$ cat config.mk
export PLATFORM = sky130hd
export DESIGN_NAME = hc595_chain_driver
export DESIGN_NICKNAME = d
export VERILOG_FILES = /design/src/rtl/hc595_chain_driver.sv
export SDC_FILE = /design/constraint.sdc
export NUM_CORES = 1
export LEC_CHECK = 0
export CAP_MARGIN = 20
export CELL_PAD_IN_SITES_DETAIL_PLACEMENT = 0
export CELL_PAD_IN_SITES_GLOBAL_PLACEMENT = 2
export CORE_UTILIZATION = 33
export DETAILED_ROUTE_END_ITERATION = 8
export HOLD_SLACK_MARGIN = 0.15
export MAX_ROUTING_LAYER = met4
export PLACE_DENSITY_LB_ADDON = 0.1
export REMOVE_ABC_BUFFERS = 1
export SYNTH_ARGS = -nofsm -noshare
export SYNTH_HDL_FRONTEND = slang
export SYNTH_SLANG_ARGS = --single-unit
$ cat constraint.sdc
create_clock -name clk -period 2.1 [get_ports clk]
set_input_delay 0.42 -clock clk [delete_from_list [all_inputs] [get_ports clk]]
set_output_delay 0.42 -clock clk [all_outputs]
set_load 0.05 [all_outputs]
$ cat src/rtl/hc595_chain_driver.sv
// Serial driver for a chain of 74HC595 shift registers: one-deep frame buffer,
// configurable SCLK rate and bit order, rclk latch pulse and PWM dimming on oe_n.
module hc595_chain_driver #(
  parameter int DATA_W    = 16,
  parameter int SCLK_DIV  = 2,
  parameter int MSB_FIRST = 1,
  parameter int BRIGHT_W  = 4
) (
  input  logic                clk,
  input  logic                rst,
  input  logic [DATA_W-1:0]   in_data,
  input  logic                in_valid,
  output logic                in_ready,
  input  logic [BRIGHT_W-1:0] brightness,
  output logic                busy,
  output logic                done,
  output logic                sclk,
  output logic                rclk,
  output logic                dio,
  output logic                oe_n,
  output logic [1:0]          dbg_state
);

  localparam int DIV_W = (2 * SCLK_DIV > 2) ? $clog2(2 * SCLK_DIV) : 1;
  localparam int CNT_W = (DATA_W > 1) ? $clog2(DATA_W + 1) : 1;
  localparam logic [DIV_W-1:0] DIV_HALF   = DIV_W'(SCLK_DIV);
  localparam logic [DIV_W-1:0] DIV_LAST   = DIV_W'(2 * SCLK_DIV - 1);
  localparam logic [DIV_W-1:0] LATCH_LAST = DIV_W'(SCLK_DIV - 1);
  localparam logic [CNT_W-1:0] BITS       = CNT_W'(DATA_W);
  localparam logic [CNT_W-1:0] LAST_BIT   = CNT_W'(1);

  typedef enum logic [1:0] {
    S_IDLE  = 2'd0,
    S_SHIFT = 2'd1,
    S_LATCH = 2'd2
  } state_t;

  state_t              r_state;
  logic [DIV_W-1:0]    r_div;
  logic [CNT_W-1:0]    r_bits;
  logic [DATA_W-1:0]   r_shreg;
  logic [DATA_W-1:0]   r_pend;
  logic                r_pend_vld;
  logic [BRIGHT_W-1:0] r_pwm;
  logic                r_sclk, r_rclk, r_dio, r_busy, r_done_pre, r_done, r_oe_n;

  state_t              w_state_nxt;
  logic [DIV_W-1:0]    w_div_nxt;
  logic [CNT_W-1:0]    w_bits_nxt;
  logic [DATA_W-1:0]   w_shreg_nxt;
  logic                w_load, w_latch_end;
  logic                w_sclk, w_rclk, w_dio, w_busy;

  // Handshake: a frame transfers on any edge where in_valid & in_ready; in_ready
  // is the registered inverse of the buffer-full flag and does not depend on in_valid.
  assign in_ready = ~r_pend_vld;

  always_ff @(posedge clk) begin
    if (rst) begin
      r_pend_vld <= 1'b0;
      r_pend     <= '0;
    end else if (w_load) begin
      r_pend_vld <= 1'b0;
    end else if (in_valid && !r_pend_vld) begin
      r_pend     <= in_data;
      r_pend_vld <= 1'b1;
    end
  end

  // State register and shift datapath
  always_ff @(posedge clk) begin
    if (rst) begin
      r_state <= S_IDLE;
      r_div   <= '0;
      r_bits  <= '0;
      r_shreg <= '0;
    end else begin
      r_state <= w_state_nxt;
      r_div   <= w_div_nxt;
      r_bits  <= w_bits_nxt;
      r_shreg <= w_shreg_nxt;
    end
  end

  always_comb begin
    w_state_nxt = r_state;
    w_div_nxt   = r_div;
    w_bits_nxt  = r_bits;
    w_shreg_nxt = r_shreg;
    w_load      = 1'b0;
    w_latch_end = 1'b0;
    case (r_state)
      S_IDLE: begin
        if (r_pend_vld) begin
          w_load      = 1'b1;
          w_shreg_nxt = r_pend;
          w_bits_nxt  = BITS;
          w_div_nxt   = '0;
          w_state_nxt = S_SHIFT;
        end
      end
      S_SHIFT: begin
        if (r_div == DIV_LAST) begin
          w_div_nxt   = '0;
          w_shreg_nxt = (MSB_FIRST != 0) ? (r_shreg << 1) : (r_shreg >> 1);
          w_bits_nxt  = r_bits - 1'b1;
          if (r_bits == LAST_BIT) w_state_nxt = S_LATCH;
        end else begin
          w_div_nxt = r_div + 1'b1;
        end
      end
      S_LATCH: begin
        if (r_div == LATCH_LAST) begin
          w_div_nxt   = '0;
          w_latch_end = 1'b1;
          w_state_nxt = S_IDLE;
        end else begin
          w_div_nxt = r_div + 1'b1;
        end
      end
      default: w_state_nxt = S_IDLE;
    endcase
  end

  // Pin values are decoded from the current state and registered, so every pin
  // lags the state by one cycle and is glitch-free at the board.
  always_comb begin
    w_sclk = 1'b0;
    w_rclk = 1'b0;
    w_dio  = r_dio;
    w_busy = 1'b0;
    case (r_state)
      S_SHIFT: begin
        w_busy = 1'b1;
        w_dio  = (MSB_FIRST != 0) ? r_shreg[DATA_W-1] : r_shreg[0];
        w_sclk = (r_div >= DIV_HALF);
      end
      S_LATCH: begin
        w_busy = 1'b1;
        w_rclk = 1'b1;
      end
      default: ;
    endcase
  end

  always_ff @(posedge clk) begin
    if (rst) begin
      r_sclk     <= 1'b0;
      r_rclk     <= 1'b0;
      r_dio      <= 1'b0;
      r_busy     <= 1'b0;
      r_done_pre <= 1'b0;
      r_done     <= 1'b0;
    end else begin
      r_sclk     <= w_sclk;
      r_rclk     <= w_rclk;
      r_dio      <= w_dio;
      r_busy     <= w_busy;
      r_done_pre <= w_latch_end;
      r_done     <= r_done_pre;
    end
  end

  // PWM dimming runs free of the shift FSM
  always_ff @(posedge clk) begin
    if (rst) begin
      r_pwm  <= '0;
      r_oe_n <= 1'b1;
    end else begin
      r_pwm  <= r_pwm + 1'b1;
      r_oe_n <= ~(r_pwm < brightness);
    end
  end

  assign busy      = r_busy;
  assign done      = r_done;
  assign sclk      = r_sclk;
  assign rclk      = r_rclk;
  assign dio       = r_dio;
  assign oe_n      = r_oe_n;
  assign dbg_state = r_state;

endmodule

==> flow_summary.json <==
{
  "synth.most_common_cell": "sky130_fd_sc_hd__dfxtp_1",
  "hold_ws_ps": 452,
  "vias_per_cell": 4.62,
  "timing.critical_path.max_delay_family": "buffers and inverters",
  "vdd_ir_drop_max_mv": 0.345,
  "crit_type": "register to output pin",
  "global_route_wire_length_before_repair_um": 8310,
  "initial_utilization_pct": 34.2,
  "ys_seq_elements": 53,
  "worst_setup_end_kind": "output pin",
  "layout_min_cycle_time_ps": 2010,
  "synth.cells.most_frequent": "53 x sky130_fd_sc_hd__dfxtp_1, 38 x sky130_fd_sc_hd__nand2_1, 28 x sky130_fd_sc_hd__nor2_1",
  "final_area_mm2": 0.00291,
  "maximum_fanout_count_along_the_critical_path": 7,
  "timing.critical_path.arrival_ps": 1590,
  "power.density_cell_area_mw_per_mm2": 1010,
  "finalHoldViolCount": 0,
  "worst_path_max_delay_cell": "sky130_fd_sc_hd__clkdlybuf4s50_1",
  "cts_resized": 0,
  "die_y_um": 86.1,
  "fp.dieArea_mm2": 0.00742,
  "top_layer_used": "met4",
  "post_synth_inst_count": 262,
  "place.port_buffers": 31,
  "power.switching_w": 0.000965,
  "tightest_slew_ps": 664,
  "drive_gt1_share_pct": 8.11,
  "outcome": "completed",
  "max_clock_freq_mhz": 498,
  "antenna_cells_inserted": 0,
  "synth_ff_type": "sky130_fd_sc_hd__dfxtp_1",
  "clock_tree_from_tritoncts": "yes",
  "drt_wl_total_um": 4740,
  "fin_crit_sh_pct": 95.6,
  "post_route_core_utilization_pct": 42.6,
  "max_h_tree_level": 2,
  "detailroute.wirelength.met2_um": 2190,
  "min_path_type": "register to register",
  "place_hpwl_um": 3310,
  "max_cap_viol_count": 0,
  "launch_instance_of_the_worst_register_to_register_path": "r_bits[0]",
  "drt-pass1-iter-count": 4,
  "ant_nets": 0,
  "critPathLaunchType": "register",
  "required_ps": 1680,
  "drt-initial-drc-count": 49,
  "grt_overflow_total": 0,
  "sequential_fraction_of_the_synthesis_area_pct": 45.4,
  "slew_violations": 0,
  "synth_async_sr_flop_share_pct": 0,
  "swShare_pct": 32.8,
  "detail_route.wirelength.met1_um": 2370,
  "ios": 32,
  "placement.setup.worst_slack_ps": 185,
  "drcViolationCount": 0,
  "worstPathCellList": "inv_1, clkdlybuf4s50_1",
  "detail_route_met3_wl_um": 113,
  "antenna_found_initial": 0,
  "post_dp_cell_area_mm2": 0.00280,
  "max_stage_delay_on_crit_path_ps": 800,
  "power_leakage_nw": 1.10,
  "core_region_area_mm2": 0.00683,
  "netlist.top_cell.by_area": "sky130_fd_sc_hd__dfxtp_1",
  "rows": 30,
  "grt_max_degree": 23,
  "gp_congestion": 0.716,
  "combined_area_of_all_synthesized_cells_mm2": 0.00234,
  "synth_largest_type_area_fraction_pct": 45.4,
  "power.sequential.fraction_pct": 42.7,
  "yosys_warnings": 0,
  "setup-violations-final": 0,
  "routedWlPerCell_um": 12.1,
  "worstSkewPairLatency_ps": 300,
  "power.combinational.fraction_pct": 32.9,
  "synth.distinct_cells": 32,
  "number_of_buffers_on_the_longest_clock_path": 2,
  "first_global_vias": 1765,
  "hold_path_origin": "r_done_pre",
  "clock_power_share_pct": 24.5,
  "grt_setup_unrepaired": "false",
  "max_slew_margin_pct": 55.6,
  "syn2layout_area_growth_pct": 24.7,
  "clock_tree.root_cell": "sky130_fd_sc_hd__clkbuf_8",
  "cts_buffers": 5,
  "clkSinkCount": 53,
  "crit_start": "r_pend_vld",
  "worst_clock_skew_ps": 4.50,
  "synthesis.area_per_instance_um2": 8.92,
  "die_w_um": 86.1,
  "cts-hold-fix-buffers": 0,
  "final_setup_margin_ps": 92.1,
  "yosys-top-cells-area": "sky130_fd_sc_hd__dfxtp_1 45%, sky130_fd_sc_hd__ha_1 8.0%, sky130_fd_sc_hd__mux2i_1 7.7%, sky130_fd_sc_hd__nand2_1 6.1%, sky130_fd_sc_hd__a211oi_1 4.8%",
  "grt_usage_pct": 14.7,
  "total_vias_in_the_final_route": 1812,
  "cell_internal_pwr_w": 0.00198,
  "net_count_of_the_finished_layout": 333,
  "worst_setup_hold_path_clk_slew_ps": 90,
  "critical_path_buf_inv_count": 2,
  "post-cts-setup-buffers": 0,
  "synth_enable_flop_cells": 0
}
-- power by group through the flow --
stage | combinational, W | clock, W | sequential (W)
floorplan | 0.000620 | 0 | 0.00131
global placement | 0.000977 | 0 | 0.00128
detailed placement | 0.000985 | 0 | 0.00128
CTS | 0.000988 | 0.000751 | 0.00126
global route | 0.00109 | 0.000782 | 0.00128
finish | 0.000967 | 0.000719 | 0.00125
-- cell type report --
cell class              instances  area [um^2]
fillers                       725         3920
well taps                      96          120
inverters                      11         41.3
multi-input cells             182         1170
clock buffers                   7         86.3
clock inverters                 1         30.0
flip-flops and latches         53         1060
repair buffers                 42          400
-- cell families after synthesis --
logic type,after synthesis,share of synthesized area (%)
xor+xnor,4,1.50
buf+inv,27,4.45
simple gates,92,17.7
flops,53,45.4
mux,19,8.19
compound gates,52,14.7
fa+ha+maj,15,8.03
-- registers in the layout (all words and copies together) (netlist names) --
name and count:
r_pend 16, r_shreg 16, r_bits 5, r_pwm 4, dbg_state 2, r_div 2
busy 1, dio 1, done 1, oe_n 1, r_done_pre 1, r_pend_vld 1
rclk 1, sclk 1
-- metrics by stage --
step                      TNS (ps)  instances  total power [W]
after global placement           0        384          0.00226
after detailed placement         0        384          0.00226
after global routing             0        392          0.00315
final                            0        392          0.00294
after CTS                        0        392          0.00300
after floorplan             -20780        246          0.00193
-- final timing paths --
kind	end	slack [ps]	cells past startpoint
setup / recovery	in_ready	90	2
hold / removal	done	450	1
setup reg to reg	dbg_state[0]	280	5
hold reg to reg	done	450	1
-- cells in the final DEF (no fill, tap or decap), drive strengths merged, types with 2 or more instances in the layout --
| cell type | netlist | layout |
|---|---|---|
| dfxtp | 53 | 53 |
| nand2 | 38 | 38 |
| clkdlybuf4s50 | 0 | 30 |
| nor2 | 28 | 28 |
| a21oi | 22 | 22 |
| mux2i | 18 | 18 |
| a211oi | 15 | 15 |
| ha | 15 | 15 |
| buf | 4 | 12 |
| inv | 11 | 11 |
| o21ai | 7 | 7 |
| nor2b | 7 | 7 |
| clkbuf | 12 | 7 |
| nand3 | 5 | 5 |
| nor3 | 4 | 4 |
| nor3b | 3 | 3 |
| nand2b | 2 | 2 |
| xnor2 | 2 | 2 |
| xor2 | 2 | 2 |
| a21o | 2 | 2 |
-- routing by layer --
metal	up-vias	track usage, %
li1	949	-
met1	837	18.5
met2	20	23.7
met3	6	2.89
met4	0	5.00
met5	-	-
No activity file was read; power rests on OpenSTA's default activity.
